**config.mk**
```make
export PLATFORM = sky130hd
export DESIGN_NAME = i2s_tx
export DESIGN_NICKNAME = d
export VERILOG_FILES = /design/src/rtl/i2s_tx.sv
export SDC_FILE = /design/constraint.sdc
export NUM_CORES = 1
export LEC_CHECK = 0
export CAP_MARGIN = 20
export CELL_PAD_IN_SITES_DETAIL_PLACEMENT = 1
export CELL_PAD_IN_SITES_GLOBAL_PLACEMENT = 1
export CORE_ASPECT_RATIO = 0.9
export CORE_MARGIN = 5
export CORE_UTILIZATION = 45
export DETAILED_ROUTE_END_ITERATION = 8
export DONT_BUFFER_PORTS = 1
export PLACE_DENSITY = 0.78
export SYNTH_ARGS = -nofsm -noshare
export SYNTH_HDL_FRONTEND = slang
export SYNTH_SLANG_ARGS = --single-unit
```
**constraint.sdc**
```tcl
create_clock -name clk -period 7.8 [get_ports clk]
set_clock_uncertainty 0.2 [all_clocks]
set_input_delay 0.78 -clock clk [delete_from_list [all_inputs] [get_ports clk]]
set_output_delay 0.78 -clock clk [all_outputs]
set_load 0.02 [all_outputs]
```
**src/rtl/i2s_tx.sv**
```systemverilog
// I2S master transmitter: generates BCLK/LRCK and shifts stereo PCM out MSB first with the I2S one-bit delay.
// Define I2S_TX_REPEAT_EN to resend the last loaded pair on underrun; otherwise an underrun frame is all zeros.
module i2s_tx #(
   parameter int DATA_W   = 16,
   parameter int SLOT_W   = 32,
   parameter int BCLK_DIV = 4
) (
   input  logic                     clk,
   input  logic                     rst,
   input  logic                     in_valid,
   output logic                     in_ready,
   input  logic signed [DATA_W-1:0] in_left,
   input  logic signed [DATA_W-1:0] in_right,
   output logic                     bclk,
   output logic                     lrck,
   output logic                     dacdat,
   output logic                     frame_start,
   output logic                     underrun
);

   localparam int PW = $clog2(2*SLOT_W);
   localparam int DW = $clog2(BCLK_DIV+1);
`ifdef I2S_TX_REPEAT_EN
   localparam bit REPEAT = 1'b1;
`else
   localparam bit REPEAT = 1'b0;
`endif

   logic [DW-1:0]            r_div;
   logic                     r_bclk;
   logic                     r_lrck;
   logic                     r_dacdat;
   logic [PW-1:0]            r_pos;
   logic                     r_hold_full;
   logic                     r_in_ready;
   logic                     r_frame_start;
   logic                     r_underrun;
   logic signed [DATA_W-1:0] r_hold_l;
   logic signed [DATA_W-1:0] r_hold_r;
   logic signed [DATA_W-1:0] r_sh_l;
   logic signed [DATA_W-1:0] r_sh_r;

   logic                     w_wrap;
   logic                     w_fall;
   logic                     w_frame0;
   logic                     w_accept;
   logic                     w_right;
   logic [PW-1:0]            w_s;
   logic [PW-1:0]            w_idx;
   logic                     w_inslot;
   logic signed [DATA_W-1:0] w_ch;
   logic [DATA_W-1:0]        w_mask;
   logic                     w_bit;

   assign w_wrap   = (r_div == DW'(BCLK_DIV-1));
   assign w_fall   = w_wrap & r_bclk;
   assign w_frame0 = w_fall & (r_pos == '0);
   assign w_accept = in_valid & r_in_ready;

   // bit position within the current slot; slot bit s carries sample bit DATA_W-s
   assign w_right  = (r_pos >= PW'(SLOT_W));
   assign w_s      = w_right ? (r_pos - PW'(SLOT_W)) : r_pos;
   assign w_inslot = (w_s != '0) && (w_s <= PW'(DATA_W));
   assign w_idx    = PW'(DATA_W) - w_s;
   assign w_ch     = w_right ? r_sh_r : r_sh_l;
   assign w_mask   = DATA_W'(1) << w_idx;
   assign w_bit    = |(w_ch & w_mask);

   always_ff @(posedge clk) begin
      if (rst) begin
         r_div         <= '0;
         r_bclk        <= 1'b0;
         r_lrck        <= 1'b1;
         r_dacdat      <= 1'b0;
         r_pos         <= '0;
         r_hold_full   <= 1'b0;
         r_in_ready    <= 1'b1;
         r_frame_start <= 1'b0;
         r_underrun    <= 1'b0;
         r_sh_l        <= '0;
         r_sh_r        <= '0;
      end else begin
         r_frame_start <= w_frame0;
         r_underrun    <= w_frame0 & ~r_hold_full;
         // ready drops on accept and stays low through the load edge
         r_in_ready    <= w_accept ? 1'b0 : ~r_hold_full;

         if (w_wrap) begin
            r_div  <= '0;
            r_bclk <= ~r_bclk;
         end else begin
            r_div  <= r_div + DW'(1);
         end

         if (w_fall) begin
            r_pos    <= (r_pos == PW'(2*SLOT_W-1)) ? '0 : r_pos + PW'(1);
            r_lrck   <= w_right;
            r_dacdat <= w_inslot & w_bit;
         end

         if (w_frame0) begin
            if (r_hold_full) begin
               r_sh_l      <= r_hold_l;
               r_sh_r      <= r_hold_r;
               r_hold_full <= 1'b0;
            end else if (!REPEAT) begin
               r_sh_l      <= '0;
               r_sh_r      <= '0;
            end
         end

         if (w_accept)
            r_hold_full <= 1'b1;
      end
   end

   // holding data is qualified by r_hold_full, so it needs no reset
   always_ff @(posedge clk) begin
      if (w_accept) begin
         r_hold_l <= in_left;
         r_hold_r <= in_right;
      end
   end

   assign in_ready    = r_in_ready;
   assign bclk        = r_bclk;
   assign lrck        = r_lrck;
   assign dacdat      = r_dacdat;
   assign frame_start = r_frame_start;
   assign underrun    = r_underrun;

endmodule

```
-- Word level (Yosys, flattened, before mapping)
Index checks and enable logic that the tools add are counted.
- eq/ne operators: 2
- bitwise gates (word level): 8
- shift operators: 1
- muxes and demuxes: 8
- $lt $le $gt $ge: 2
- reduce and logical (&&, ||, !) cells: 6
- $add $sub $neg: 4
- operators with widths (operator ; count):
    two-way mux 16 bit ; 3
    AND 16 bit ; 1
    OR reduction 16 bit ; 1
    left shift 1 x 6 -> 16 bit, first input constant ; 1
    two-way mux 6 bit ; 2
    adder 6 x 1 -> 6 bit, second input constant ; 1
    equality test 6 bit, second input constant ; 1
    greater-or-equal comparator 6 bit, second input constant ; 1
    less-or-equal comparator 6 x 5 -> 1 bit, second input constant ; 1
    zero test 6 bit ; 1
    nonzero test 6 bit ; 1
    subtractor 5 x 6 -> 6 bit, first input constant ; 1
    subtractor 6 bit, second input constant ; 1
    AND 1 bit ; 5
    adder 3 x 1 -> 3 bit, second input constant ; 1
    equality test 3 x 2 -> 1 bit, second input constant ; 1
    two-way mux 1 bit ; 3
    NOT 1 bit ; 2
    nonzero test 2 bit ; 1
    OR reduction 2 bit ; 1
    logical AND 1 bit ; 1
- register bits: 80
- bits of input ports: 35
- logic and storage cells: 44

-- Longest topological paths before layout
- depth after elaboration: 7
- depth in mapped cells: 11
- depth with buffers taken out: 7

-- Worst setup path after synthesis
Ideal clock, no wire load.
- path kind: register to register
- start point: register r_pos[0]
- end point: register r_dacdat, in the netlist dacdat
- cell stages (with the launch flop): 10
- path slack: 5.096 ns
- clock period less this slack: 2.704 ns
- arrival: 2.388 ns
- path buffers: 2
- setup time: 0.116 ns
- data required time: 7.484 ns
- path through: dfxtp_1 buf_2 buf_1 inv_1 ha_1 xor2_1 mux4_2 nand4b_1 o211ai_1 a31o_2
- cells in the longest elaborated chain, start to end: 7
- RTL lines (what ; line ; text):
    from (decl) ; 33 ; logic [PW-1:0] r_pos;
    from (signal assigned) ; 96 ; r_pos <= (r_pos == PW'(2*SLOT_W-1)) ? '0 : r_pos + PW'(1);
    subtractor 6 bit or greater-or-equal comparator 6 bit (tied branches) ; 62, 61 ;
    two-way mux 6 bit ; 62 ; assign w_s = w_right ? (r_pos - PW'(SLOT_W)) : r_pos;
    subtractor 5 x 6 -> 6 bit ; 64 ; assign w_idx = PW'(DATA_W) - w_s;
    left shift 1 x 6 -> 16 bit ; 66 ; assign w_mask = DATA_W'(1) << w_idx;
    AND 16 bit ; 67 ; assign w_bit = |(w_ch & w_mask);
    OR reduction 16 bit ; 67 ;
    AND 1 bit (*) ; 98 ; r_dacdat <= w_inslot & w_bit;
    to (signal assigned) ; 98 ;
    to (decl) ; 32 ; logic r_dacdat;
Every way passes the cells marked *; elsewhere a longest branch is shown, timed or not.
A chain may end at the register's enable or synchronous reset.

-- Worst setup path in the final report
Ends and elaborated chain as after synthesis.

==> results.json <==
{
  "fill_cells": 644,
  "die_h_um": 87.0,
  "dp_hpwl_um": 3350,
  "synthesis.instances": 203,
  "drc": 0,
  "cts_tree": "done",
  "wl_per_cell_um": 17.1,
  "cp-end-kind": "register",
  "powerDensity_nw_per_um2": 262,
  "grt_max_degree": 34,
  "use_met3": 0.0674,
  "peakVddDrop_v": 0.000171,
  "first_global_vias": 1714,
  "ctsHoldBuffers": 0,
  "worst_pin_slew_ps": 703,
  "timing.hold.ws_ps": 232,
  "hp-start": "r_div[0]",
  "min_period_ps": 2800,
  "antenna_left": 0,
  "gr-usage-met1": 0.174,
  "outcome": "finished clean",
  "rrSetupSlack_ps": 5000,
  "min_to": "r_div[0]",
  "synth_common_cells": "dfxtp_1, a22o_1, edfxtp_1, nand2_1",
  "pin_count": 41,
  "final_hold_viol_count": 0,
  "synth_edf_count": 32,
  "syn_area_per_cell_um2": 14.6,
  "cts.sinks": 80,
  "async_flop_share": 0,
  "rsz0062_at_grt": "false",
  "reg2reg_depth": 7,
  "syn-cell-area_um2": 2960,
  "numCtsBuffers": 9,
  "setup_tns_ps": 0,
  "start_util": 0.457,
  "slew_viol_final": 0,
  "setup_viol": 0,
  "cp_max_fo": 15,
  "p_sw_uw": 172,
  "synth_area_leaders": "dfxtp_1, edfxtp_1, a22o_1",
  "final_nets": 241,
  "holdPathStages": 1,
  "synthDistinctLibCells": 41,
  "worstPathRequired_ps": 7840,
  "clk_pin_slew_ps": 90,
  "pwr-share-comb": 0.019,
  "r2r_end": "dacdat",
  "grt_pass1_wl_um": 8380,
  "routed_via_density": 5.34,
  "die-area_um2": 8310,
  "core_um2": 6480,
  "p_clk_frac": 0.439,
  "postCtsResizedCells": 0,
  "vias": 1585,
  "diodes": 0,
  "cap_violations": 0,
  "switching_share": 0.204,
  "syn-num-nets": 242,
  "grt_antenna_before_repair": 0,
  "synth-seq-cells": 80,
  "die_x_um": 95.5,
  "p_leak_nw": 1.13,
  "use_met2": 0.203,
  "port_buffers": 0,
  "busiest_layer": "met2",
  "rr_startpoint": "r_pos[0]",
  "pwr-share-seq": 0.542,
  "firstDrtPassIters": 4,
  "grt-ovfl-total": 0,
  "clock_latency_ps": 350,
  "layout-drive-gt1-share": 0.159,
  "hold_class": "reg -> reg",
  "areaGrowthSynthToFinish_pct": 8.57,
  "drtIter0Drc": 42,
  "row_count": 28,
  "startpoint_type": "register",
  "h-tree-depth": 3,
  "wl_um": 5070,
  "crit_type": "reg -> reg",
  "root_buffer": "clkbuf_8",
  "max_freq_mhz": 357,
  "netlist.area_leader.share": 0.324,
  "p_int_uw": 672,
  "relSlewSlack": 0.531,
  "synth_flop_cell": "dfxtp_1",
  "ys_seq_area_frac": 0.649,
  "yosysTopAreaCell": "dfxtp_1",
  "post-synth-top-count-cell": "dfxtp_1",
  "worst_ep_arrival_time_ps": 2840,
  "grt_usage": 0.136,
  "clk_path_buf_depth": 2,
  "yosysWarnings": 0,
  "period_share": 0.359,
  "gp_congestion": 0.749,
  "cts_setup_buffers": 0
}
layout by cell type (no fill, tap or decap), drive strengths merged, types with 2 or more instances in the layout:
cell type   n
inv         7
xnor2       4
nand2       9
xor2        4
and2        2
mux4        7
ha          4
bufinv      3
o211ai      2
dfxtp      48
edfxtp     32
nand4       3
buf         2
o21bai      2
nor3b       2
clkbuf      9
a22o       32
nor2        7
a21oi       3
mux2        2
nor3        5
logic make-up after synthesis:
family          share of synthesized area
mux                                0.0642
xor+xnor                           0.0236
buf+inv                            0.0490
compound gates                      0.129
simple gates                       0.0684
fa+ha+maj                          0.0169
flops                               0.649
through the flow:
stage	instance area [um^2]	power, mW	std cells	setup WS, ps	utilization
after CTS	3220	0.853	297	4940	0.496
final	3220	0.844	297	5000	0.496
after global routing	3220	0.881	297	4740	0.496
after global placement	2970	0.482	281	5020	0.458
after detailed placement	2970	0.484	281	4930	0.458
after floorplan	2960	0.478	203	5100	-
power by group through the flow:
stage                     Clock, mW  Sequential (mW)  Combinational, mW
after floorplan                   0            0.465             0.0130
after global placement            0            0.466             0.0154
after detailed placement          0            0.467             0.0166
after CTS                     0.379            0.457             0.0166
after global routing          0.404            0.458             0.0183
final                         0.370            0.457             0.0163
metal layers:
layer,part of all wire,routed length (um),vias to the layer above
li1,-,-,766
met1,0.46,2340,773
met2,0.47,2390,40
met3,0.056,286,6
met4,0.010,53,0
met5,0,0,-
worst max-delay path by stage:
stage,start,to,cells past startpoint
2_1_floorplan,r_pos[0],dacdat,9
3_3_place_gp,r_pos[0],dacdat,7
3_5_place_dp,r_pos[0],dacdat,7
4_1_cts,r_pos[0],dacdat,7
5_1_grt,r_pos[0],dacdat,7
6_report,r_pos[0],dacdat,7
flip-flops by register name, summed over array words and instances (netlist names):
register     cells
underrun         1
dacdat           1
bclk             1
frame_start      1
r_hold_l        16
r_hold_full      1
lrck             1
r_hold_r        16
r_sh_r          16
r_div            3
in_ready         1
r_pos            6
r_sh_l          16
cell type report:
cell class / count / area, um^2 / share of cell area
clock buffers: 9 / 124 / 0.0385
inverters: 5 / 18.8 / 0.00583
clock inverters: 7 / 126 / 0.0393
repair buffers: 2 / 15.0 / 0.00467
flip-flops and latches: 80 / 1920 / 0.597
multi-input cells: 104 / 898 / 0.279
well taps: 90 / 113 / 0.0350
worst max-delay path: stages, from the launching register on:
cell and delay (ps):
dfxtp_1 780, inv_1 110, ha_1 240, xor2_1 390, mux4_2 560, nand4b_1 110
o211ai_1 100, a31o_2 200
(Power assumes the default switching activity.)
